`config.mk`:
```
export PLATFORM = sky130hd
export DESIGN_NAME = running_average_flat
export DESIGN_NICKNAME = d
export VERILOG_FILES = /design/src/rtl/running_average_pkg.sv /design/src/rtl/running_average_if.sv /design/src/rtl/ra_sample_window.sv /design/src/rtl/running_average.sv /design/src/flat_wrapper.sv
export SDC_FILE = /design/constraint.sdc
export NUM_CORES = 1
export LEC_CHECK = 0
export ABC_CLOCK_PERIOD_IN_PS = 2800
export BUFFER_PORTS_ARGS = -buffer_cell sky130_fd_sc_hd__buf_2
export CAP_MARGIN = 20
export CORE_ASPECT_RATIO = 0.7
export CORE_UTILIZATION = 48
export DETAILED_ROUTE_END_ITERATION = 10
export HOLD_SLACK_MARGIN = 0.15
export PLACE_DENSITY = 0.67
export SLEW_MARGIN = 20
export SYNTH_ARGS = -nofsm -noshare
export SYNTH_HDL_FRONTEND = slang
export SYNTH_SLANG_ARGS = --single-unit
```
`constraint.sdc`:
```
create_clock -name clk -period 2.8 [get_ports clk]
set_clock_uncertainty 0.15 [all_clocks]
set_input_delay 0.14 -clock clk [delete_from_list [all_inputs] [get_ports clk]]
set_output_delay 0.14 -clock clk [all_outputs]
set_load 0.05 [all_outputs]
```
`src/rtl/running_average_pkg.sv`:
```
// Shared types and elaboration helpers for the running_average moving-average filter.
// Keeps state encoding and width arithmetic in one place for the top and its users.
package running_average_pkg;

  typedef enum logic [1:0] {
    FILL = 2'b00,
    RUN  = 2'b01
  } ra_state_t;

  localparam int unsigned DefaultDataW = 16;

  // Running sum needs log2(N) extra bits so N full-scale samples never overflow.
  function automatic int unsigned sum_width(input int unsigned n, input int unsigned data_w);
    return data_w + $clog2(n);
  endfunction

  function automatic bit valid_window(input int unsigned n);
    return (n >= 2) && ((n & (n - 1)) == 0);
  endfunction

endpackage

```
`src/rtl/running_average_if.sv`:
```
// Sample stream in, registered average and valid out.
// master drives samples and observes results; slave is the filter side.
interface running_average_if
  import running_average_pkg::*;
#(
  parameter int unsigned DATA_W = DefaultDataW
);

  logic [DATA_W-1:0] data_in;
  logic [DATA_W-1:0] avg_out;
  logic              valid;

  modport master (
    output data_in,
    input  avg_out,
    input  valid
  );

  modport slave (
    input  data_in,
    output avg_out,
    output valid
  );

endinterface

```
`src/rtl/ra_sample_window.sv`:
```
// N-deep sample shift register; exposes the entry about to be dropped and whether it is real.
// An occupancy shift register tracks which slots hold samples captured since reset.
module ra_sample_window #(
  parameter int unsigned N      = 4,
  parameter int unsigned DATA_W = 16
) (
  input  logic              clk,
  input  logic              rst_n,
  input  logic              shift_en,
  input  logic [DATA_W-1:0] data_in,
  output logic [DATA_W-1:0] oldest,
  output logic              full
);

  logic [N-1:0][DATA_W-1:0] win_q;
  logic [N-1:0]             occ_q;

  always_ff @(posedge clk or negedge rst_n) begin
    if (!rst_n) begin
      win_q <= '0;
      occ_q <= '0;
    end else if (shift_en) begin
      win_q <= {win_q[N-2:0], data_in};
      occ_q <= {occ_q[N-2:0], 1'b1};
    end
  end

  assign oldest = win_q[N-1];
  // High when the slot being shifted out holds a sample captured since reset.
  assign full   = occ_q[N-1];

endmodule

```
`src/rtl/running_average.sv`:
```
// Streaming floor-mean filter over the last N samples, one sample in and one average out per clock.
// Keeps an incremental running sum; valid rises with the first full-window average.
module running_average
  import running_average_pkg::*;
#(
  parameter int unsigned N      = 4,
  parameter int unsigned DATA_W = DefaultDataW
) (
  input logic               clk,
  input logic               rst_n,
  running_average_if.slave  bus
);

  localparam int unsigned       ShiftW  = $clog2(N);
  localparam int unsigned       SumW    = sum_width(N, DATA_W);
  localparam logic [ShiftW-1:0] LastCnt = ShiftW'(N - 1);

  if (!valid_window(N)) begin : gen_bad_n
    $error("running_average: N must be a power of two and at least 2");
  end

  logic [DATA_W-1:0] oldest;
  logic              window_full;
  logic [SumW-1:0]   drop;
  logic [SumW-1:0]   sum_q, sum_d;
  logic [ShiftW-1:0] cnt_q, cnt_d;
  ra_state_t         state_q, state_d;
  logic [DATA_W-1:0] avg_calc;
  logic [DATA_W-1:0] avg_q, avg_d;
  logic              valid_q, valid_d;

  // Every edge outside reset is a capture, so the window always shifts.
  ra_sample_window #(
    .N      (N),
    .DATA_W (DATA_W)
  ) u_window (
    .clk      (clk),
    .rst_n    (rst_n),
    .shift_en (1'b1),
    .data_in  (bus.data_in),
    .oldest   (oldest),
    .full     (window_full)
  );

  always_comb begin
    drop     = window_full ? SumW'(oldest) : '0;
    sum_d    = sum_q + SumW'(bus.data_in) - drop;
    avg_calc = DATA_W'(sum_d >> ShiftW);
    cnt_d    = (cnt_q == LastCnt) ? cnt_q : cnt_q + ShiftW'(1);
  end

  always_comb begin
    state_d = state_q;
    valid_d = 1'b0;
    avg_d   = '0;
    unique case (state_q)
      FILL: begin
        // The Nth capture loads valid and the first average on the same edge.
        if (cnt_q == LastCnt) begin
          state_d = RUN;
          valid_d = 1'b1;
          avg_d   = avg_calc;
        end
      end
      RUN: begin
        valid_d = 1'b1;
        avg_d   = avg_calc;
      end
      default: begin
        state_d = FILL;
      end
    endcase
  end

  always_ff @(posedge clk or negedge rst_n) begin
    if (!rst_n) begin
      sum_q   <= '0;
      cnt_q   <= '0;
      state_q <= FILL;
      avg_q   <= '0;
      valid_q <= 1'b0;
    end else begin
      sum_q   <= sum_d;
      cnt_q   <= cnt_d;
      state_q <= state_d;
      avg_q   <= avg_d;
      valid_q <= valid_d;
    end
  end

  assign bus.avg_out = avg_q;
  assign bus.valid   = valid_q;

endmodule

```
`src/flat_wrapper.sv`:
```
// flat-port wrapper written by rule: the top's interface ports become plain ports
module running_average_flat import running_average_pkg::*;
#(
  parameter int unsigned N      = 4,
  parameter int unsigned DATA_W = DefaultDataW
)
  (clk, rst_n, bus_data_in, bus_avg_out, bus_valid);
  running_average_if #(.DATA_W(DATA_W)) bus_i ();
  input logic clk;
  input logic rst_n;
  input wire logic [$bits(bus_i.data_in)-1:0] bus_data_in;
  output wire logic [$bits(bus_i.avg_out)-1:0] bus_avg_out;
  output wire logic [$bits(bus_i.valid)-1:0] bus_valid;
  assign bus_i.data_in = bus_data_in;
  assign bus_avg_out = bus_i.avg_out;
  assign bus_valid = bus_i.valid;
  running_average #(.N(N), .DATA_W(DATA_W)) u_core (.clk(clk), .rst_n(rst_n), .bus(bus_i));
endmodule
```
# After elaboration in Yosys (flattened, before gate mapping)
# Index checks and enable logic that the tools add are counted.
[op_classes]
bitwise_logic = 1
n_addsub = 3
muxes = 7
reduce_logical = 2
eq_ne = 3
[op_table]
columns = ["operator", "n"]
rows = [
  ["16-bit 2-to-1 mux", 2],
  ["16-bit case mux with 2 select lines", 1],
  ["18-bit by 16-bit adder with 18-bit output", 1],
  ["18-bit subtractor", 1],
  ["2-bit case mux with 2 select lines", 1],
  ["2-bit by 1-bit adder with 2-bit output, second input constant", 1],
  ["2-bit by 1-bit == test with 1-bit output, second input constant", 1],
  ["2-bit == test, second input constant", 1],
  ["2-bit zero test", 1],
  ["2-bit 2-to-1 mux", 1],
  ["2-bit by 1-bit inequality test with 1-bit output, second input constant", 1],
  ["1-bit case mux with 2 select lines", 1],
  ["2-bit AND reduction", 1],
  ["1-bit 2-to-1 mux", 1],
  ["1-bit NOT", 1],
]
[word_totals]
wordCells = 26
regBits = 107

# Longest topological paths before layout
[logic_depth]
ltp_word = 4
ltp_mapped = 12
mapped_depth_nobuf = 12

# Hierarchy
# Synthesis repeated with hierarchy kept, for this count alone.
[unflattened]
cells_unflattened = 449
area_unflattened_um2 = 5425.2
[by_module_without_submodules]
columns = ["module", "area_each_um2", "cells_each", "n_inst", "seq_area_each_um2"]
rows = [
  ["ra_sample_window", 2718.9, 160, 1, 1701.6],
  ["running_average", 2706.3, 289, 1, 950.9],
]

# Worst setup path after synthesis
# Ideal clock, no wire load.
[synth_timing]
path_kind = "register -> register"
start = "register u_core.u_window.occ_q[3]"
end = "register u_core.sum_q[14]"
required_ps = 2510
stages_incl_launch_ff = 12
setup_time_ps = 140
t_arrival_ps = 2799
path_slack_ps = -289
synth_period_minus_slack_ps = 3089
cell_sequence = "dfrtp_1 -> clkbuf_1 -> and2_1 -> fa_1 -> inv_1 -> ha_1 -> a21o_1 -> a211o_1 -> o21ba_1 -> a41oi_4 -> mux2i_1 -> a211oi_2"
[synth_via]
elab_chain_cells = 2
[synth_rtl]
columns = ["item", "line", "text"]
rows = [
  ["start, declared", "ra_sample_window.sv:16", "logic [N-1:0] occ_q;"],
  ["start signal, assigned", "ra_sample_window.sv:24", "occ_q <= {occ_q[N-2:0], 1'b1};"],
  ["16-bit 2-to-1 mux", "running_average.sv:46", "drop = window_full ? SumW'(oldest) : '0;"],
  ["18-bit subtractor", "running_average.sv:47", "sum_d = sum_q + SumW'(bus.data_in) - drop;"],
  ["net u_core.sum_d[14]", "running_average.sv:25", "logic [SumW-1:0] sum_q, sum_d;"],
  ["end signal, assigned", "running_average.sv:83", "sum_q <= sum_d;"],
  ["end, declared", "running_average.sv:25", ""],
]
# The timed path passes the listed nets, and every way through them passes these cells.
# A chain may end at the register's enable or synchronous reset.

# Worst setup path in the final report
[layout_timing]
start = "register u_core.u_window.occ_q[3]"
end = "register u_core.avg_q[12], in the netlist u_core.bus.avg_out[12]"
[layout_via]
elab_chain_cells = 4
[layout_rtl]
columns = ["item", "line", "text"]
rows = [
  ["16-bit 2-to-1 mux (*)", "running_average.sv:46", ""],
  ["18-bit subtractor (*)", "running_average.sv:47", ""],
  ["16-bit 2-to-1 mux", "running_average.sv:59", "if (cnt_q == LastCnt) begin"],
  ["16-bit case mux with 2 select lines (*)", "running_average.sv:56", "unique case (state_q)"],
  ["net u_core.avg_d[12]", "running_average.sv:29", "logic [DATA_W-1:0] avg_q, avg_d;"],
  ["end signal, assigned", "running_average.sv:86", "avg_q <= avg_d;"],
  ["end, declared", "running_average.sv:29", ""],
]
# The timed path passes the listed nets; every way through them passes the cells marked *.

==> impl_results.md <==
- Detail Placement HPWL: 5440 µm
- Gate Count Post-Synth: 354
- Final period util: 110%
- Final hold vios: 0
- Iteration-0 DRC Markers: 96
- Fmax: 0.326 GHz
- Vias/cell: 4.54
- Post-layout minimum cycle time: 3.07 ns
- Final worst slack: -0.269 ns
- RSZ-0062 raised after global routing: true
- Vias in the first global route: 2771
- Clock root cell: clkbuf_16
- Setup crit start: u_core.u_window.occ_q[3]$_DFF_PN0_
- Vias post-DR: 2657
- Top FF cell, synth: dfrtp_1
- WL final: 7720 µm
- Crit path DAT: 3.13 ns
- FFs w/ async S/R, synth: 100%
- RePlAce Congestion: 0.850
- Worst relative slew slack: 51.6%
- Final ANT Viol Nets: 0
- Ant. Diodes: 0
- WL/cell: 13.2 µm
- Worst-Skew Late Latency: 0.35 ns
- Design Area, Final: 0.00588 mm²
- Area leader, netlist: dfrtp_1
- Largest net degree at the start of global routing: 59
- Slowest cell on the critical path: fa_1
- Slew @ Worst Pin: 0.727 ns
- Die Wd: 117 µm
- CP Class: flip-flop to flip-flop
- Remaining DRCs: 0
- Status: complete, but fails checks
- Yosys warnings: 0
- Worst Hold Class: flip-flop to flip-flop
- Critical path endpoint category: flip-flop
- Final net count: 513
- Chip height: 82.5 µm
- Die area: 0.00965 mm²
- Synth cell types: 39
- Pre-antenna DRT Iters: 4
- DP Cell Count: 543
- Max cap viols: 0
- EDFF count, synth: 0
- Initial antenna violation count: 0
- Cells along the critical path: buf_6 > and2_4 > fa_1 > inv_2 > ha_4 > a21o_1 > a211o_1 > o21ba_4 > a41oi_4 > mux2i_2 > a2111oi_2
- P&R area growth vs syn: 32.5%
- Worst-path fanout max: 6
- Syn_area_per_cell: 12.5 µm²
- Yosys reg bits: 106
- Starting Density: 50.9%
- CP Data Required Time: 2.86 ns
- Non-Filler Instances: 585
- IO Port Bufs: 34
- Most frequent cell after synthesis: dfrtp_1
- Area after DPL: 0.00513 mm²
- Post-Syn Area: 0.00444 mm²
- Placeable Area: 0.00872 mm²
- I/O pin cnt: 35
- Clock buffer depth: 2
- Share of layout cells above drive strength 1: 32.0%
- Synth top cells by count: dfrtp_1, inv_1, and2_1
- Hold Slack: 0.200 ns
- Final setup fails: 20
- Failing checks: setup timing
- Top post-synthesis cells by area: dfrtp_1, fa_1, inv_1
- Hold Crit Start: u_core.u_window.win_q[11]$_DFF_PN0_
- Startpoint type of the worst setup path: flip-flop
- First-pass GRT wire length: 12900 µm
- Global route overflow: 0
- CTS tree: yes
- Register area share after synthesis: 59.7%
- Worst-path clk slew: 0.07 ns
- Syn Nets: 407
- Synth top area share: 59.7%
- Rows: 28
- GRT Total Usage: 18.8%
- Clock Sink Count: 106
- H-tree Lvls: 3
- Slew Limit Fails: 0
- FF-to-FF Start: u_core.u_window.occ_q[3]$_DFF_PN0_
- CTS Buf Count: 9
- Critical path's largest stage delay: 0.49 ns
==> per-stage QoR <==
stage	util [%]	setup TNS [ns]	setup WS, ns
finish	67.4	-3.13	-0.269
global placement	58.8	-3.10	-0.238
CTS	65.9	-2.95	-0.235
floorplan	-	-0.424	-0.156
global route	67.4	-5.65	-0.370
detailed placement	58.8	-4.46	-0.324
==> critical path: cells and delay by family, from the launching register on <==
family,cells,cell delay [ns]
AOI/OAI and AO/OA,5,0.96
adders and majority gates,2,0.72
DFF,1,0.46
muxes,1,0.32
buffers and inverters,2,0.20
and+or+nand+nor,1,0.13
==> registers in the layout, indices dropped and copies added (netlist names) <==
| name | cells |
|---|---|
| u_core.bus.avg_out | 16 |
| u_core.bus.valid | 1 |
| u_core.cnt_q | 2 |
| u_core.state_q | 1 |
| u_core.sum_q | 18 |
| u_core.u_window.occ_q | 4 |
| u_core.u_window.oldest | 16 |
| u_core.u_window.win_q | 48 |
==> cells by family (layout without fill, tap and decap cells) <==
logic type               count (synthesis)  after routing  synth area share [%]
other                                    1              1                0.0844
XOR/XNOR                                15             15                  2.96
multiplexers                             7              7                  1.61
adder cells (fa/ha/maj)                 35             35                  12.6
flip-flops                             106            106                  59.7
AO/OA/AOI/OAI                           45             45                  8.08
AND/OR/NAND/NOR                         68             68                  8.39
buffers and inverters                   77            188                  6.59
==> cell type report <==
class | instances | area, µm²
tap | 120 | 150
multi-input combinational | 171 | 1730
inverter | 68 | 255
fill | 640 | 2840
sequential | 106 | 2650
clock buffer | 9 | 225
timing repair buffer | 104 | 776
clock inverter | 7 | 95.1
==> worst paths after layout <==
kind	end	slack, ns	cells after the start
min in group asynchronous	u_core.u_window.win_q[36]$_DFF_PN0_	0.24	2
max reg2reg	u_core.bus.avg_out[12]$_DFF_PN0_	-0.27	11
max	u_core.bus.avg_out[12]$_DFF_PN0_	-0.27	11
max in group asynchronous	u_core.u_window.occ_q[3]$_DFF_PN0_	1.56	3
min reg2reg	u_core.u_window.win_q[27]$_DFF_PN0_	0.20	0
min	u_core.u_window.win_q[27]$_DFF_PN0_	0.20	0
==> timing repair <==
action / 4_1_cts / 5_1_grt
endpoints found under the setup margin: 21 / 24
setup buffers: 3 / 6
pin swaps: 19 / 12
hold buffers: 17 / 0
gates resized for setup: 21 / 21
hold endpoints to repair: 74 / 0
==> cell usage in the layout, fill, tap and decap left out, drive strengths merged, types with 2 or more instances in the layout <==
cell         count
dfrtp          106
buf             87
inv             72
and2            25
ha              19
dlygate4sd3     17
fa              16
a21oi           14
nand2           10
xnor2           10
nor2            10
clkbuf           9
nand2b           9
o21ai            8
mux2i            6
o21a             5
xor2             5
a21o             4
nor3             4
nand3            3
nand4            2
a41oi            2
nor2b            2
a211o            2
clkinv           2
==> per-layer routing <==
layer	up-vias	GRT usage (%)	share of wire, %
met1	1292	25.4	50
met3	11	5.62	3.7
met5	-	0	0
met2	38	29.1	45
li1	1316	-	-
met4	0	6.84	1.4
Power is left out: the tool's default activity adds up to more than one toggle a clock period on the data nets, which glitch-free logic cannot reach.
